<file path="src/rtl/cook_timer_pkg.sv">
// Shared definitions for the cook timer: state encodings, BCD limits and the MM:SS time record.
// Pure declarations; no logic, no latency, no flow control.
package cook_timer_pkg;

   localparam int BCD_W = 4;

   localparam logic [BCD_W-1:0] MAX_DIGIT    = 4'd9;
   localparam logic [BCD_W-1:0] MAX_SEC_TENS = 4'd5;

   localparam logic [2:0] ST_IDLE  = 3'd0;
   localparam logic [2:0] ST_SET   = 3'd1;
   localparam logic [2:0] ST_RUN   = 3'd2;
   localparam logic [2:0] ST_PAUSE = 3'd3;
   localparam logic [2:0] ST_DONE  = 3'd4;

   typedef struct packed {
      logic [BCD_W-1:0] min_t;
      logic [BCD_W-1:0] min_o;
      logic [BCD_W-1:0] sec_t;
      logic [BCD_W-1:0] sec_o;
   } bcd_time_t;

endpackage

</file>
<file path="src/rtl/cook_timer_tick_prescaler.sv">
// Counts divider ticks into seconds; wrap is combinational and fires on the tick that closes a second.
// No backpressure: clr beats en, and ticks seen while en is low are dropped.
module tick_prescaler #(
   parameter int TICKS_PER_SEC = 1000
) (
   input  logic clk,
   input  logic rst_n,
   input  logic clr,
   input  logic en,
   input  logic tick,
   output logic wrap
);

   localparam int CW = $clog2(TICKS_PER_SEC);
   localparam logic [CW-1:0] LAST = CW'(TICKS_PER_SEC - 1);

   logic [CW-1:0] cnt;

   assign wrap = en && tick && (cnt == LAST);

   always_ff @(posedge clk or negedge rst_n) begin
      if (!rst_n) begin
         cnt <= '0;
      end else if (clr) begin
         cnt <= '0;
      end else if (en && tick) begin
         cnt <= wrap ? '0 : cnt + 1'b1;
      end
   end

endmodule

</file>
<file path="src/rtl/cook_timer.sv">
// Microwave MM:SS cook timer: keypad entry, countdown, pause/door interlock and end beep; outputs registered, one-cycle response.
// Request strobes are single-cycle and never stalled; priority is cancel > door_open > pause > start > key_valid.
module cook_timer
   import cook_timer_pkg::*;
#(
   parameter int TICKS_PER_SEC = 1000,
   parameter int BEEP_SECS     = 3
) (
   input  logic             clk,
   input  logic             rst_n,
   input  logic             tick,
   input  logic             key_valid,
   input  logic [BCD_W-1:0] key_digit,
   input  logic             start,
   input  logic             pause,
   input  logic             cancel,
   input  logic             door_open,
   output logic [BCD_W-1:0] min_t,
   output logic [BCD_W-1:0] min_o,
   output logic [BCD_W-1:0] sec_t,
   output logic [BCD_W-1:0] sec_o,
   output logic             heat_o,
   output logic             beep_o,
   output logic [2:0]       state_o
);

   localparam int BW = (BEEP_SECS > 1) ? $clog2(BEEP_SECS) : 1;
   localparam logic [BW-1:0] BEEP_LAST = BW'(BEEP_SECS - 1);

   function automatic bcd_time_t bcd_dec(input bcd_time_t t);
      bcd_time_t r;
      r = t;
      if (t.sec_o != '0) begin
         r.sec_o = t.sec_o - 1'b1;
      end else begin
         r.sec_o = MAX_DIGIT;
         if (t.sec_t != '0) begin
            r.sec_t = t.sec_t - 1'b1;
         end else begin
            r.sec_t = MAX_SEC_TENS;
            if (t.min_o != '0) begin
               r.min_o = t.min_o - 1'b1;
            end else begin
               r.min_o = MAX_DIGIT;
               r.min_t = t.min_t - 1'b1;
            end
         end
      end
      return r;
   endfunction

   function automatic bcd_time_t bcd_shift(input bcd_time_t t, input logic [BCD_W-1:0] d);
      bcd_time_t r;
      r.min_t = t.min_o;
      r.min_o = t.sec_t;
      r.sec_t = t.sec_o;
      r.sec_o = d;
      return r;
   endfunction

   logic [2:0]    state, state_nxt;
   bcd_time_t     tm, tm_nxt, tm_dec;
   logic [BW-1:0] beep_cnt, beep_cnt_nxt;
   logic          ps_clr, ps_en, wrap;
   logic          start_ok, key_ok;

   // Lower-priority requests only act when nothing above them is asserted.
   assign start_ok = start && !cancel && !door_open && !pause;
   assign key_ok   = key_valid && (key_digit <= MAX_DIGIT) && !cancel && !door_open && !pause && !start;
   assign ps_en    = ((state == ST_RUN) && !cancel && !door_open && !pause) ||
                     ((state == ST_DONE) && !cancel && !start_ok);
   assign tm_dec   = bcd_dec(tm);

   tick_prescaler #(
      .TICKS_PER_SEC(TICKS_PER_SEC)
   ) u_prescaler (
      .clk  (clk),
      .rst_n(rst_n),
      .clr  (ps_clr),
      .en   (ps_en),
      .tick (tick),
      .wrap (wrap)
   );

   always_comb begin
      state_nxt    = state;
      tm_nxt       = tm;
      beep_cnt_nxt = beep_cnt;
      ps_clr       = 1'b0;
      if (cancel) begin
         state_nxt    = ST_IDLE;
         tm_nxt       = '0;
         beep_cnt_nxt = '0;
         ps_clr       = 1'b1;
      end else begin
         case (state)
            ST_IDLE, ST_SET: begin
               if (start_ok && (state == ST_SET) && (tm != '0)) begin
                  state_nxt = ST_RUN;
                  ps_clr    = 1'b1;
               end else if (key_ok) begin
                  tm_nxt    = bcd_shift(tm, key_digit);
                  state_nxt = ST_SET;
               end
            end
            ST_RUN: begin
               if (door_open || pause) begin
                  state_nxt = ST_PAUSE;
               end else if (wrap) begin
                  tm_nxt = tm_dec;
                  if (tm_dec == '0) begin
                     state_nxt    = ST_DONE;
                     beep_cnt_nxt = '0;
                  end
               end
            end
            ST_PAUSE: begin
               if (start_ok) state_nxt = ST_RUN;
            end
            ST_DONE: begin
               if (start_ok) begin
                  state_nxt    = ST_IDLE;
                  beep_cnt_nxt = '0;
                  ps_clr       = 1'b1;
               end else if (wrap) begin
                  if (beep_cnt == BEEP_LAST) begin
                     state_nxt    = ST_IDLE;
                     beep_cnt_nxt = '0;
                  end else begin
                     beep_cnt_nxt = beep_cnt + 1'b1;
                  end
               end
            end
            default: begin
               state_nxt = ST_IDLE;
               tm_nxt    = '0;
               ps_clr    = 1'b1;
            end
         endcase
      end
   end

   always_ff @(posedge clk or negedge rst_n) begin
      if (!rst_n) begin
         state    <= ST_IDLE;
         tm       <= '0;
         beep_cnt <= '0;
         heat_o   <= 1'b0;
         beep_o   <= 1'b0;
      end else begin
         state    <= state_nxt;
         tm       <= tm_nxt;
         beep_cnt <= beep_cnt_nxt;
         heat_o   <= (state_nxt == ST_RUN);
         beep_o   <= (state_nxt == ST_DONE);
      end
   end

   assign min_t   = tm.min_t;
   assign min_o   = tm.min_o;
   assign sec_t   = tm.sec_t;
   assign sec_o   = tm.sec_o;
   assign state_o = state;

endmodule
</file>
<file path="config.mk">
export PLATFORM = sky130hd
export DESIGN_NAME = cook_timer
export DESIGN_NICKNAME = d
export VERILOG_FILES = /design/src/rtl/cook_timer_pkg.sv /design/src/rtl/cook_timer_tick_prescaler.sv /design/src/rtl/cook_timer.sv
export SDC_FILE = /design/constraint.sdc
export NUM_CORES = 1
export LEC_CHECK = 0
export BUFFER_PORTS_ARGS = -buffer_cell sky130_fd_sc_hd__buf_2
export CAP_MARGIN = 15
export CORE_MARGIN = 2
export CORE_UTILIZATION = 40
export CTS_CLUSTER_DIAMETER = 200
export DETAILED_ROUTE_END_ITERATION = 12
export PLACE_DENSITY = 0.59
export SYNTH_ARGS = -nofsm -noshare
export SYNTH_HDL_FRONTEND = slang
export SYNTH_HIERARCHICAL = 1
export SYNTH_SLANG_ARGS = --single-unit
</file>
<file path="constraint.sdc">
create_clock -name clk -period 5.7 [get_ports clk]
set_input_delay 1.14 -clock clk [delete_from_list [all_inputs] [get_ports clk]]
set_output_delay 1.14 -clock clk [all_outputs]
set_load 0.01 [all_outputs]
</file>
==> impl_metrics.py <==
metrics = {
    "clocking": {
        "cts_hold_buffers": 0,
        "cts_max_level": 2,
        "path_clk_slew_ps": 70,
        "cts_setup_buffers": 0,
        "clockRootBuffer": "clkbuf_8",
        "cts_tree": "yes",
        "cts_buffer_depth": 2,
        "cts.repair.resized": 0,
        "clock_sink_count": 33,
        "cts_buffers": 5,
        "latest_clock_arrival_within_the_worst_skew_pair_ps": 290,
    },
    "yosys": {
        "post_synth_instance_area_mm2": 0.00221,
        "synth-warning-count": 6,
        "synthDistinctLibCells": 56,
        "yosys_register_bits": 33,
        "async_reset_ff_share_pct": 100,
        "ys_dominant_reg_cell": "dfrtp_1",
        "synth-edff-count": 0,
        "seq_area_frac_synth_pct": 37.4,
        "netlist_instances": 264,
        "synthesis.nets": 279,
        "syn_avg_cell_area_um2": 8.37,
    },
    "timing": {
        "slew_worst_pin_ps": 746,
        "hold_viol_final": 0,
        "finalSetupViolCount": 0,
        "hold_slack_ps": 552,
        "worst_clock_skew_ps": 5.51,
        "setup-tns-final_ps": 0,
        "maxClockFrequency_mhz": 221,
        "timing.max_slew.rel_slack_pct": 50.3,
        "rsz0062_at_grt": "no",
        "final.setup.worst_slack_ps": 1170,
        "timing.final.max_slew_violations": 0,
        "fin_crit_sh_pct": 79.6,
        "final.min_clock_period_ps": 4530,
    },
    "worst_setup_path": {
        "cp_max_fo": 20,
        "critPathKind": "input port to flip-flop",
        "cp_data_required_time_ps": 5880,
        "worstReg2RegStart": "state_o[1]$_DFF_PN0_",
        "crit-reg2reg-capture": "u_prescaler/cnt[7]$_DFFE_PN0P_",
        "nature_of_the_critical_path_startpoint": "input port",
        "timing.critical_path.to_type": "flip-flop",
        "register_to_register_setup_slack_ps": 1430,
        "r2r_cells": 15,
        "timing.critical_path.arrival_ps": 4710,
    },
    "placement": {
        "preCtsSetupSlack_ps": 818,
        "place.gp.congestion": 0.835,
        "post_dp_hpwl_um": 3930,
        "buffer_ports.inserted": 32,
    },
    "floorplanning": {
        "start_util_pct": 40.9,
        "count_of_boundary_i_o_pins": 33,
        "die-height_um": 78.3,
        "die_w_um": 78.3,
        "floorplan.rows": 27,
        "core_area_mm2": 0.00541,
        "design.die.area_mm2": 0.00613,
    },
    "global_route": {
        "grt_pass1_wl_um": 9740,
        "groute.usage.overall_pct": 19.8,
        "number_of_global_route_vias_before_repair": 2011,
        "grt_antenna_before_repair": 0,
        "pin_count_of_the_biggest_net_entering_global_routing": 34,
        "gr-total-overflow": 0,
    },
    "final_layout": {
        "area_growth_pct": 14.0,
        "layout.core_utilization_pct": 46.6,
        "fillers": 557,
        "layout_commonest_cell": "dfrtp_1",
        "layout.cells.most_common_list": "33 x dfrtp_1, 32 x buf_2, 26 x nor2_1",
        "nets": 305,
        "drive_above_1_share_pct": 17.2,
        "antenna_cells": 0,
    },
    "hold_path": {
        "hold_path_end": "min_t[1]$_DFFE_PN0P_",
        "hp-class": "flip-flop to flip-flop",
        "min_path_cells": 2,
        "timing.hold.worst.start": "min_t[1]$_DFFE_PN0P_",
    },
    "outcome": {
        "status": "finished, final reports clean",
    },
    "run": {
        "cap_viol_max_count": 0,
    },
    "detailed_routing": {
        "post-route-drc-count": 0,
        "detailroute.via_count": 2077,
        "dr.first_iter.drc_count": 135,
        "wirelength_um": 5630,
        "via_per_inst": 5.72,
        "wire_per_inst_um": 15.5,
        "drt_pre_antenna_iters": 4,
        "ant_nets": 0,
    },
    "power": {
        "leakagePower_nw": 1.09,
        "report.power.total_uw": 585,
        "cellPowerDensity_mw_per_mm2": 232,
        "ir_worst_vdd_mv": 0.112,
    },
}
Yosys cell counts, types with 7 or more instances:
cell,instances,area (um2)
nand2_1,25,93.8
nor3_1,11,55.1
o21ai_0,21,105
nor2_1,26,97.6
inv_1,8,30.0
xnor2_1,8,70.1
dfrtp_1,33,826
a21oi_1,18,90.1
o31ai_1,7,52.6
clkbuf_1,8,30.0
nor4_1,9,56.3
metal layers:
| metal | up-vias | GRT usage (%) | share of wire (%) |
|---|---|---|---|
| li1 | 1024 | - | - |
| met1 | 987 | 27.3 | 48 |
| met2 | 56 | 30.9 | 44 |
| met3 | 10 | 5.06 | 6.6 |
| met4 | 0 | 5.44 | 1.3 |
| met5 | - | 0 | 0 |
worst max-delay path: stages:
cell	delay (ps)
buf_2	130
nor2_1	220
a22oi_1	130
nor3_1	340
nand2_1	180
nor4_1	280
buf_4	180
nor4b_1	280
o22ai_1	140
and2_1	390
nand2b_1	300
o21ai_0	190
a21oi_1	200
nor4_1	390
xnor2_1	160
nor2_1	50
kinds of logic after synthesis:
logic type / share of synthesized area [%]
AND/OR/NAND/NOR: 28.3
AO/OA/AOI/OAI: 21.5
flip-flops: 37.4
buffers and inverters: 4.59
XOR/XNOR: 3.57
multiplexers: 3.06
adder cells (fa/ha/maj): 1.70
power by group:
part	switching (mW)	total, mW	internal, mW
sequential	0.0174	0.258	0.241
combinational	0.0558	0.0908	0.0350
clock	0.0934	0.236	0.143
metrics by stage:
step / cell area (um2) / cells
floorplan: 2210 / 264
global placement: 2400 / 355
detailed placement: 2400 / 355
CTS: 2520 / 363
global route: 2520 / 363
finish: 2520 / 363
layout make-up:
| class | instances | area [um2] | share of cell area [%] |
|---|---|---|---|
| multi-input cells | 208 | 1280 | 50.9 |
| flip-flops and latches | 33 | 826 | 32.8 |
| repair buffers | 34 | 175 | 6.95 |
| well taps | 72 | 90.1 | 3.57 |
| clock buffers | 7 | 86.3 | 3.43 |
| clock inverters | 1 | 30.0 | 1.19 |
| inverters | 8 | 30.0 | 1.19 |
flip-flops by register name, indices dropped and copies added, names as in the netlist:
| signal | count |
|---|---|
| beep_cnt | 2 |
| state_o | 3 |
| u_prescaler/cnt | 10 |
| sec_o | 4 |
| sec_t | 4 |
| beep_o | 1 |
| heat_o | 1 |
| min_o | 4 |
| min_t | 4 |
how the worst max path moves through the flow:
stage               slack, ps                        endpoint   from
finish                   1170  u_prescaler/cnt[7]$_DFFE_PN0P_  pause
global route              750  u_prescaler/cnt[7]$_DFFE_PN0P_  pause
CTS                      1160  u_prescaler/cnt[7]$_DFFE_PN0P_  pause
detailed placement        820  u_prescaler/cnt[7]$_DFFE_PN0P_  pause
global placement          970  u_prescaler/cnt[7]$_DFFE_PN0P_  pause
floorplan                1740  u_prescaler/cnt[7]$_DFFE_PN0P_  pause
Note: power is estimated with default switching activity, not from simulation.
